$ cat src/rtl/fp_pkg.sv
// Shared definitions for the pipelined floating-point adder/subtractor.
// The default field widths describe IEEE single precision. The pipeline top
// is parametric in EXP_W/MAN_W/TAG_W and takes these values as its defaults.
// The constants, field helpers and stage records below describe the default
// format.
package fp_pkg;

    localparam int FP_EXP_W = 8;
    localparam int FP_MAN_W = 23;
    localparam int FP_TAG_W = 4;

    // Packed word: {sign, exponent, mantissa}.
    localparam int FP_W       = 1 + FP_EXP_W + FP_MAN_W;
    localparam int FP_SIGN_B  = FP_W - 1;
    localparam int FP_EXP_HI  = FP_W - 2;
    localparam int FP_EXP_LO  = FP_MAN_W;
    localparam int FP_MAN_HI  = FP_MAN_W - 1;

    // Internal mantissa datapath: {carry, hidden, man, guard, round, sticky}.
    localparam int FP_EXT_W = FP_MAN_W + 5;

    localparam logic [FP_W-1:0] FP_ZERO = '0;
    localparam logic [FP_W-1:0] FP_NAN  = '1;

    function automatic logic fp_sign(input logic [FP_W-1:0] x);
        return x[FP_SIGN_B];
    endfunction

    function automatic logic [FP_EXP_W-1:0] fp_exp(input logic [FP_W-1:0] x);
        return x[FP_EXP_HI:FP_EXP_LO];
    endfunction

    function automatic logic [FP_MAN_W-1:0] fp_man(input logic [FP_W-1:0] x);
        return x[FP_MAN_HI:0];
    endfunction

    // Stage records in the default format.
    // Align -> add/sub.
    typedef struct packed {
        logic                vld;
        logic                sign;
        logic                eff_sub;
        logic                force_nan;
        logic [FP_EXP_W-1:0] exp;
        logic [FP_EXT_W-1:0] man_a;
        logic [FP_EXT_W-1:0] man_b;
        logic [FP_TAG_W-1:0] tag;
    } fp_align_rec_t;

    // Add/sub -> normalise. The grs bits are the three LSBs of man.
    typedef struct packed {
        logic                vld;
        logic                sign;
        logic                force_nan;
        logic [FP_EXP_W-1:0] exp;
        logic [FP_EXT_W-1:0] man;
        logic [FP_TAG_W-1:0] tag;
    } fp_sum_rec_t;

endpackage

$ cat src/rtl/fp_lzc.sv
// Combinational leading-zero counter.
// Ports:
//   din_i  W-bit input vector
//   cnt_o  number of leading zeros counted from the MSB; W when din_i is all zeros
module fp_lzc #(
    parameter int W = 27
) (
    input  logic [W-1:0]              din_i,
    output logic [$clog2(W+1)-1:0]    cnt_o
);

    localparam int CW = $clog2(W + 1);

    // Scanning upward means the highest set bit is written last.
    always_comb begin
        cnt_o = CW'(W);
        for (int i = 0; i < W; i++) begin
            if (din_i[i]) begin
                cnt_o = CW'(W - 1 - i);
            end
        end
    end

endmodule

$ cat src/rtl/fp_addsub_pipe.sv
// Three-stage pipelined floating-point adder/subtractor.
// Rounding is round-to-nearest-even. Denormals are flushed to zero.
// An input with an all-ones exponent forces the all-ones NaN result.
// Stages: S1 swaps and aligns the operands, S2 adds or subtracts the
// mantissas, and S3 normalises, rounds and packs into the output register.
// An operation accepted at one clock edge is presented on out_* after the
// third edge. All stages advance together when en = !out_valid || out_ready.
// Optional build macro FP_ADDSUB_DBG_EN adds a simulation-only transfer log.
// It also adds a check that the output holds steady while stalled.
// Ports:
//   clk, rst_n            clock, asynchronous active-low reset
//   in_valid / in_ready   operand handshake (in_ready = pipeline enable)
//   in_a, in_b            operands {sign, exponent, mantissa}
//   in_sub                1: a-b, 0: a+b
//   in_tag                user tag carried with the operation
//   out_valid / out_ready result handshake
//   out_z, out_tag        result and its tag
module fp_addsub_pipe
    import fp_pkg::*;
#(
    parameter int EXP_W = FP_EXP_W,
    parameter int MAN_W = FP_MAN_W,
    parameter int TAG_W = FP_TAG_W
) (
    input  logic                   clk,
    input  logic                   rst_n,
    input  logic                   in_valid,
    output logic                   in_ready,
    input  logic [EXP_W+MAN_W:0]   in_a,
    input  logic [EXP_W+MAN_W:0]   in_b,
    input  logic                   in_sub,
    input  logic [TAG_W-1:0]       in_tag,
    output logic                   out_valid,
    input  logic                   out_ready,
    output logic [EXP_W+MAN_W:0]   out_z,
    output logic [TAG_W-1:0]       out_tag
);

    localparam int W   = 1 + EXP_W + MAN_W;
    localparam int XW  = MAN_W + 5;            // {carry, hidden, man, g, r, s}
    localparam int LZW = $clog2(XW);           // count width for XW-1 bit input
    localparam int EW  = EXP_W + LZW + 1;      // signed working exponent

    localparam logic signed [EW-1:0] E_ONE  = EW'(1);
    localparam logic signed [EW-1:0] E_ZERO = EW'(0);
    localparam logic signed [EW-1:0] E_MAX  = EW'((2 ** EXP_W) - 1);

    typedef struct packed {
        logic             sign;
        logic             eff_sub;
        logic             force_nan;
        logic [EXP_W-1:0] exp;
        logic [XW-1:0]    man_a;
        logic [XW-1:0]    man_b;
        logic [TAG_W-1:0] tag;
    } align_rec_t;

    typedef struct packed {
        logic             sign;
        logic             force_nan;
        logic [EXP_W-1:0] exp;
        logic [XW-1:0]    man;
        logic [TAG_W-1:0] tag;
    } sum_rec_t;

    // Right shift that ORs every bit shifted out into the sticky LSB.
    // A shift past the datapath width leaves only the sticky bit.
    function automatic logic [XW-1:0] shift_sticky(input logic [XW-1:0] x,
                                                   input logic [EXP_W-1:0] d);
        logic [XW-1:0] lost_mask;
        lost_mask = ~({XW{1'b1}} << d);
        return (x >> d) | {{(XW-1){1'b0}}, |(x & lost_mask)};
    endfunction

    function automatic logic rne_up(input logic lsb, input logic g,
                                    input logic r, input logic s);
        return g & (r | s | lsb);
    endfunction

    logic en;
    assign en       = !out_valid || out_ready;
    assign in_ready = en;

    // ---------------- S1: classify, swap, align ----------------
    align_rec_t       s1_d, s1_q;
    logic             s1_vld_q, s2_vld_q, out_valid_q;
    logic             a_zero, b_zero, b_sign_eff, a_ge;
    logic [XW-1:0]    a_ext, b_ext, small_ext;
    logic [EXP_W-1:0] a_exp, b_exp;

    always_comb begin
        a_exp      = in_a[W-2:MAN_W];
        b_exp      = in_b[W-2:MAN_W];
        a_zero     = (a_exp == '0);
        b_zero     = (b_exp == '0);
        b_sign_eff = in_b[W-1] ^ in_sub;
        // Zero-exponent operands lose both hidden bit and mantissa.
        a_ext = {1'b0, !a_zero, in_a[MAN_W-1:0] & {MAN_W{!a_zero}}, 3'b000};
        b_ext = {1'b0, !b_zero, in_b[MAN_W-1:0] & {MAN_W{!b_zero}}, 3'b000};
        a_ge  = {a_exp, a_ext} >= {b_exp, b_ext};

        s1_d.sign      = a_ge ? in_a[W-1] : b_sign_eff;
        s1_d.eff_sub   = in_a[W-1] ^ b_sign_eff;
        s1_d.force_nan = (a_exp == '1) || (b_exp == '1);
        s1_d.exp       = a_ge ? a_exp : b_exp;
        s1_d.man_a     = a_ge ? a_ext : b_ext;
        small_ext      = a_ge ? b_ext : a_ext;
        s1_d.man_b     = shift_sticky(small_ext, a_ge ? (a_exp - b_exp) : (b_exp - a_exp));
        s1_d.tag       = in_tag;
    end

    // ---------------- S2: mantissa add/sub ----------------
    sum_rec_t s2_d, s2_q;

    always_comb begin
        s2_d.sign      = s1_q.sign;
        s2_d.force_nan = s1_q.force_nan;
        s2_d.exp       = s1_q.exp;
        s2_d.tag       = s1_q.tag;
        // Swap guarantees man_a >= man_b, so subtraction never goes negative.
        s2_d.man       = s1_q.eff_sub ? (s1_q.man_a - s1_q.man_b)
                                      : (s1_q.man_a + s1_q.man_b);
    end

    // ---------------- S3: normalise, round, pack ----------------
    logic [LZW-1:0]          lz;
    logic [XW-2:0]           norm;
    logic signed [EW-1:0]    e;
    logic [MAN_W+1:0]        rnd;
    logic [MAN_W-1:0]        man_out;
    logic [W-1:0]            z_d;

    fp_lzc #(.W(XW - 1)) u_lzc (
        .din_i (s2_q.man[XW-2:0]),
        .cnt_o (lz)
    );

    always_comb begin
        e = EW'(s2_q.exp);
        if (s2_q.man[XW-1]) begin
            // Carry out: drop one bit into sticky.
            norm = {s2_q.man[XW-1:2], s2_q.man[1] | s2_q.man[0]};
            e    = e + E_ONE;
        end else begin
            norm = s2_q.man[XW-2:0] << lz;
            e    = e - EW'(lz);
        end

        rnd = {1'b0, norm[XW-2:3]} + {{(MAN_W+1){1'b0}},
              rne_up(norm[3], norm[2], norm[1], norm[0])};
        if (rnd[MAN_W+1]) begin
            e       = e + E_ONE;
            man_out = '0;
        end else begin
            man_out = rnd[MAN_W-1:0];
        end

        if (s2_q.force_nan) begin
            z_d = '1;
        end else if (s2_q.man == '0) begin
            z_d = '0;
        end else if (e >= E_MAX) begin
            z_d = '1;
        end else if (e <= E_ZERO) begin
            z_d = '0;
        end else begin
            z_d = {s2_q.sign, e[EXP_W-1:0], man_out};
        end
    end

    // Control and output registers.
    always_ff @(posedge clk or negedge rst_n) begin
        if (!rst_n) begin
            s1_vld_q    <= 1'b0;
            s2_vld_q    <= 1'b0;
            out_valid_q <= 1'b0;
            out_z       <= '0;
            out_tag     <= '0;
        end else if (en) begin
            s1_vld_q    <= in_valid;
            s2_vld_q    <= s1_vld_q;
            out_valid_q <= s2_vld_q;
            if (s2_vld_q) begin
                out_z   <= z_d;
                out_tag <= s2_q.tag;
            end
        end
    end

    // Stage data is qualified by the valid bits and needs no reset.
    always_ff @(posedge clk) begin
        if (en) begin
            s1_q <= s1_d;
            s2_q <= s2_d;
        end
    end

    assign out_valid = out_valid_q;

`ifdef FP_ADDSUB_DBG_EN
    logic [2*W:0]     dbg1_q, dbg2_q, dbg3_q;
    logic             dbg_stall_q;
    logic [W-1:0]     dbg_z_q;
    logic [TAG_W-1:0] dbg_tag_q;

    always_ff @(posedge clk) begin
        if (en) begin
            dbg1_q <= {in_sub, in_a, in_b};
            dbg2_q <= dbg1_q;
            dbg3_q <= dbg2_q;
        end
    end

    always @(posedge clk) begin
        if (rst_n) begin
            if (out_valid && out_ready) begin
                $display("fp_addsub_pipe: z=%h tag=%h a=%h b=%h sub=%b", out_z, out_tag,
                         dbg3_q[2*W-1:W], dbg3_q[W-1:0], dbg3_q[2*W]);
            end
            if (dbg_stall_q && (!out_valid || out_z != dbg_z_q || out_tag != dbg_tag_q)) begin
                $error("fp_addsub_pipe: output changed while stalled");
            end
        end
        dbg_stall_q <= rst_n && out_valid && !out_ready;
        dbg_z_q     <= out_z;
        dbg_tag_q   <= out_tag;
    end
`endif

endmodule

$ cat config.mk
export PLATFORM = sky130hd
export DESIGN_NAME = fp_addsub_pipe
export DESIGN_NICKNAME = d
export VERILOG_FILES = /design/src/rtl/fp_pkg.sv /design/src/rtl/fp_lzc.sv /design/src/rtl/fp_addsub_pipe.sv
export SDC_FILE = /design/constraint.sdc
export NUM_CORES = 1
export LEC_CHECK = 0
export BUFFER_PORTS_ARGS = -buffer_cell sky130_fd_sc_hd__clkbuf_2
export CORE_ASPECT_RATIO = 1.5
export CORE_MARGIN = 5
export CORE_UTILIZATION = 30
export DETAILED_ROUTE_END_ITERATION = 10
export PLACE_DENSITY = 0.52
export SLEW_MARGIN = 20
export SYNTH_ARGS = -nofsm -noshare
export SYNTH_HDL_FRONTEND = slang
export SYNTH_SLANG_ARGS = --single-unit
export TNS_END_PERCENT = 10
$ cat constraint.sdc
create_clock -name clk -period 9.15 [get_ports clk]
set_input_delay 1.83 -clock clk [delete_from_list [all_inputs] [get_ports clk]]
set_output_delay 1.83 -clock clk [all_outputs]
set_load 0.02 [all_outputs]
After elaboration in Yosys (flattened, before gate mapping) --
Cells that the tools add are included.
Storage, ports and cells: register bits 152, input bits 73, output and inout bits 38, word-level logic and storage cells 95
Cells by class: add/subtract/negate cells 8, order comparisons 3, equality and inequality tests 2, shifts and indexed selects 3, muxes and demuxes 41, bitwise operators 11, reductions and logical operators 10
Operators with widths (count):
- two-way mux 32 bit | 4
- two-way mux 27 bit | 3
- two-way mux 5 bit | 16
- bitwise AND 23 bit | 2
- greater-or-equal comparator 36 bit | 1
- two-way mux 4 bit | 8
- adder 28 bit | 1
- bitwise AND 27 x 28 -> 28 bit | 1
- zero test 28 bit | 1
- two-way mux 14 bit | 2
- two-way mux 28 bit | 1
- NOT 28 bit | 1
- OR 28 x 1 -> 28 bit | 1
- OR reduction 28 bit | 1
- << shifter 28 x 8 -> 28 bit (first input constant) | 1
- >> shifter 27 x 8 -> 28 bit | 1
- subtractor 28 bit | 1
- << shifter 27 x 5 -> 27 bit | 1
- adder 24 x 1 -> 25 bit | 1
- two-way mux 23 bit | 1
- == test 8 bit (second input constant) | 2
- zero test 8 bit | 2
- two-way mux 8 bit | 2
- subtractor 8 bit | 2
- other kinds (13) | 21

Logic depth before layout (Yosys ltp) --
depth in word-level cells 39, mapped depth 26, gate-level depth less buffers 22

By module --
Synthesis repeated with hierarchy kept, for this count alone.
Unflattened totals: cell total of the unflattened synthesis 1667, area, all modules 14293.7 sq um
Modules (own cells, without submodules):
- fp_addsub_pipe | times used 1, cells an instance 1616, area each 14015.9 sq um, seq. area each 4219.0 sq um
- fp_lzc | times used 1, cells an instance 51, area each 277.8 sq um, seq. area each 0.0 sq um

Least setup slack after synthesis --
OpenSTA, ideal clock, no wires.
path type input port to flip-flop, from input port in_a[27], to register s1_q[4] in the netlist's numbering, data pin, library setup time 272 ps, arrival time 6644 ps, required time 8878 ps, path slack 2234 ps, stages 20, buffers on the path 2, cell sequence nor4_1 nand2_1 clkbuf_1 and2_1 ha_1 a21o_1 a21oi_1 o21ai_0 o41ai_1 o211ai_1 o21ai_0 nand2_1 clkbuf_1 a221oi_1 xnor2_1 nor3_1 o21ai_0 a21oi_1 o2111ai_1 or4_1
RTL lines:
- start: declaration | RTL line fp_addsub_pipe.sv:29 | input logic [EXP_W+MAN_W:0] in_a,
- end signal: assignment | RTL line fp_addsub_pipe.sv:193 | s1_q <= s1_d;
- end: declaration | RTL line fp_addsub_pipe.sv:85 | align_rec_t s1_d, s1_q;

==> qor.json <==
{
  "run_status": {
    "status": "finished clean"
  },
  "route": {
    "detailedRoute.firstIterationViolations": 839,
    "route.final.wire_length_mm": 49.8,
    "vias": 13900,
    "final_antenna_net_count": 0,
    "routed_via_density": 5.66,
    "routed_len_inst_um": 20.3,
    "dr.pass1.iters": 8,
    "route.detailed.drc": 0
  },
  "power": {
    "switching_share_pct": 50.9,
    "power_switching_uw": 2700,
    "comb_power_share_pct": 63.2,
    "power.ir.vdd_worst_mv": 0.130,
    "p_int_uw": 2600,
    "power_leakage_uw": 0.00643,
    "power.sequential.fraction_pct": 23.9,
    "power.clock.fraction_pct": 13.0,
    "total_power_density_per_cell_area_mw_per_mm2": 328
  },
  "critical_path": {
    "worst_path_most_repeated_cell": "nand2_1",
    "cp_cell_sequence": "clkbuf_2 > nor4_1 > nand2_1 > and2_1 > ha_1 > a21o_1 > a21oi_1 > o21ai_0 > o41ai_1 > o211ai_1 > o21ai_0 > buf_4 > nand2_4 > and3b_1 > or4_1 > a21boi_1 > nand2_1 > o32ai_1 > nand2_1 > or4_1",
    "worstPathRequired_ns": 9.33,
    "kind_of_start_point_of_the_critical_path": "primary input",
    "cell_with_the_largest_stage_delay_on_the_worst_path": "a21boi_1",
    "path_buf_inv": 2,
    "worst_path_dominant_cell_family": "simple AND/OR/NAND/NOR gates",
    "timing_worst_setup_path_type": "in -> reg",
    "critical-path-max-stage-delay_ns": 0.63,
    "arrival_ns": 8.26,
    "worst_setup_path_end_kind": "flop",
    "maximum_fanout_along_the_worst_path": 28
  },
  "cts": {
    "cts_resized": 0,
    "numCtsBuffers": 17,
    "post-cts-setup-buffers": 0,
    "cts.sinks": 147,
    "clk_pin_slew_worst_paths_ns": 0.06,
    "cts_max_path_buffers": 2,
    "cts_hold_buffers": 0,
    "cts_tree": "yes",
    "cts-root-buf": "clkbuf_16",
    "ctsHtreeMaxLevel": 4,
    "clkLatencyLatePin_ns": 0.44
  },
  "timing": {
    "max_clock_freq_mhz": 124,
    "fin_worst_skew_ns": 0.00871,
    "slew_headroom_pct": 22.6,
    "setup_tns_ns": 0,
    "slew_viol_final": 0,
    "setup_viol": 0,
    "final_min_period_over_clock_period_pct": 88.3,
    "worst-slew-pin-transition_ns": 1.15,
    "unrepaired_setup_endpoints_after_global_routing": "false",
    "final_hold_violation_count": 0,
    "final_period_minus_worst_setup_slack_ns": 8.08
  },
  "floorplan": {
    "core_mm2": 0.0477,
    "floorplan.die_area_mm2": 0.0528,
    "overall_die_height_um": 279,
    "die_width_um": 189,
    "floorplan.io_pins": 111,
    "start_util_pct": 30.3,
    "floorplan.rows": 98
  },
  "finish": {
    "antennaDiodeCount": 0,
    "number_of_nets_in_the_finished_design": 1990,
    "most-common-layout-cells": "210 x nand2_1, 160 x nor2_1, 133 x o21ai_0",
    "layout.cells.most_common": "nand2_1",
    "area_delta_synth_final_pct": 11.7,
    "instances_no_fill": 2454,
    "layout-drive-gt1-share_pct": 13.1
  },
  "synth": {
    "post_synth_inst_count": 1791,
    "yosysUniqueCellTypes": 99,
    "synth-seq-area-share_pct": 29.2,
    "yosys_register_bits": 147,
    "synth_enable_flop_cells": 108,
    "synthesis.nets": 1940,
    "post_synth_instance_area_mm2": 0.0145,
    "synthFlopType": "edfxtp_1",
    "synth-warning-count": 0,
    "async_reset_ff_share_pct": 26.5,
    "avgSynthCellArea_um2": 8.07
  },
  "worst_hold_path": {
    "worst_hold_path_type": "reg -> reg"
  },
  "place": {
    "dpl.hpwl_mm": 40.3,
    "place_inst": 2422,
    "globalplace.congestion": 1.01,
    "numPortBuffers": 110
  },
  "run": {
    "maxCapViolations": 0
  },
  "global_routing": {
    "groute.usage.overall_pct": 18.5,
    "antenna_found_initial": 0,
    "global_route_wire_length_before_repair_mm": 79.0,
    "grt_start_max_net_pins": 63,
    "globalRouteOverflowTotal": 0,
    "first_global_vias": 14100
  }
}
[cell type report]
type / instances / area (µm²)
clock buffers: 17 / 425
fillers: 4990 / 31600
inverters: 88 / 332
flip-flops and latches: 147 / 4220
well taps: 600 / 751
clock inverters: 15 / 159
multi-input cells: 1443 / 9460
repair buffers: 144 / 806
[registers in the layout (all words and copies together), names as in the netlist]
| signal | count |
|---|---|
| out_tag | 4 |
| out_valid | 1 |
| out_z | 32 |
| s1_q | 66 |
| s1_vld_q | 1 |
| s2_q | 42 |
| s2_vld_q | 1 |
[Yosys cell counts, types with 7 or more instances]
cell	count	share of area, %
a2111oi_0	9	0.55
a211o_1	7	0.42
a211oi_1	18	0.93
a21boi_0	8	0.42
a21o_1	24	1.2
a21oi_1	125	4.3
a221oi_1	8	0.48
a31oi_1	32	1.4
and2_1	20	0.87
and3_1	12	0.52
buf_2	14	0.48
clkbuf_1	86	2.2
dfrtp_1	39	6.8
edfxtp_1	108	22
ha_1	73	6.3
inv_1	84	2.2
mux2_2	26	2.0
mux2i_1	54	3.7
nand2_1	211	5.5
nand2b_1	16	0.69
nand3_1	70	2.4
nand3b_1	12	0.62
nand4_1	21	0.91
nor2_1	160	4.2
nor2b_1	11	0.48
nor3_1	54	1.9
nor4_1	19	0.82
o211ai_1	20	1.0
o21a_1	17	0.88
o21ai_0	133	4.6
o21bai_1	8	0.42
o22ai_1	8	0.35
o31ai_1	12	0.62
or3_1	12	0.52
or4_1	10	0.52
xnor2_1	73	4.4
xor2_1	18	1.1
[metal layers]
metal | wire length (µm) | up-vias | global-route usage [%] | share of wire, %
li1 | - | 6739 | - | -
met1 | 18700 | 6514 | 20.0 | 38
met2 | 26300 | 502 | 35.1 | 53
met3 | 2090 | 135 | 2.14 | 4.2
met4 | 2660 | 0 | 9.54 | 5.3
met5 | 0 | - | 0 | 0
[worst register-to-register path, cell delays in order, from the launching register on]
cell and delay (ns):
edfxtp_1 0.53, nor4_1 1.02, o21ai_1 0.48, nor2_2 0.25, buf_4 0.34, mux2i_1 0.18, a211o_1 0.34, o31ai_1 0.25
a22o_1 0.29, ha_1 0.19, inv_1 0.07, a2111o_1 0.38, or4b_4 0.59, or2_1 0.26, or2_1 0.36, nor4b_2 0.27
o22ai_1 0.12, a211o_1 0.39, a31oi_4 0.48, a21oi_1 0.14
[worst paths after layout]
path	start	endpoint	slack, ns	depth (start not counted)
max	in_a[27]	s1_q[4]	1.07	20
min	s1_q[65]	s2_q[37]	0.42	0
max reg2reg	s2_q[27]	out_z[22]	2.09	19
min reg2reg	s1_q[65]	s2_q[37]	0.42	0
max in group asynchronous	rst_n	out_z[26]	7.09	1
min in group asynchronous	rst_n	out_z[7]	1.51	1
[power groups by stage]
stage / Clock, µW / Combinational, µW / Sequential [µW]
after floorplan: 0 / 2400 / 1190
after global placement: 0 / 3290 / 1270
after detailed placement: 0 / 3290 / 1270
after CTS: 711 / 3310 / 1260
after global routing: 740 / 3640 / 1290
final: 688 / 3350 / 1260
[cells by family after synthesis]
kind of cell             synth area share, %
XOR/XNOR                                5.51
flip-flops                              29.2
AO/OA/AOI/OAI                           24.8
buffers and inverters                   5.62
AND/OR/NAND/NOR                         21.6
adder cells (fa/ha/maj)                 6.74
multiplexers                            6.54
[per-stage QoR]
| stage | utilization, % | hold WS (ns) | power, µW | instance area [µm²] | setup WS [ns] |
|---|---|---|---|---|---|
| 3_3_place_gp | 32.6 | 0.404 | 4570 | 15600 | 0.626 |
| 6_report | 33.9 | 0.415 | 5300 | 16100 | 1.07 |
| 5_1_grt | 33.9 | 0.425 | 5680 | 16100 | 0.644 |
| 3_5_place_dp | 32.6 | 0.408 | 4570 | 15600 | 0.553 |
| 4_1_cts | 33.9 | 0.416 | 5280 | 16100 | 1.03 |
| 2_1_floorplan | - | 0.400 | 3590 | 14500 | 2.23 |
(Power assumes the default switching activity.)
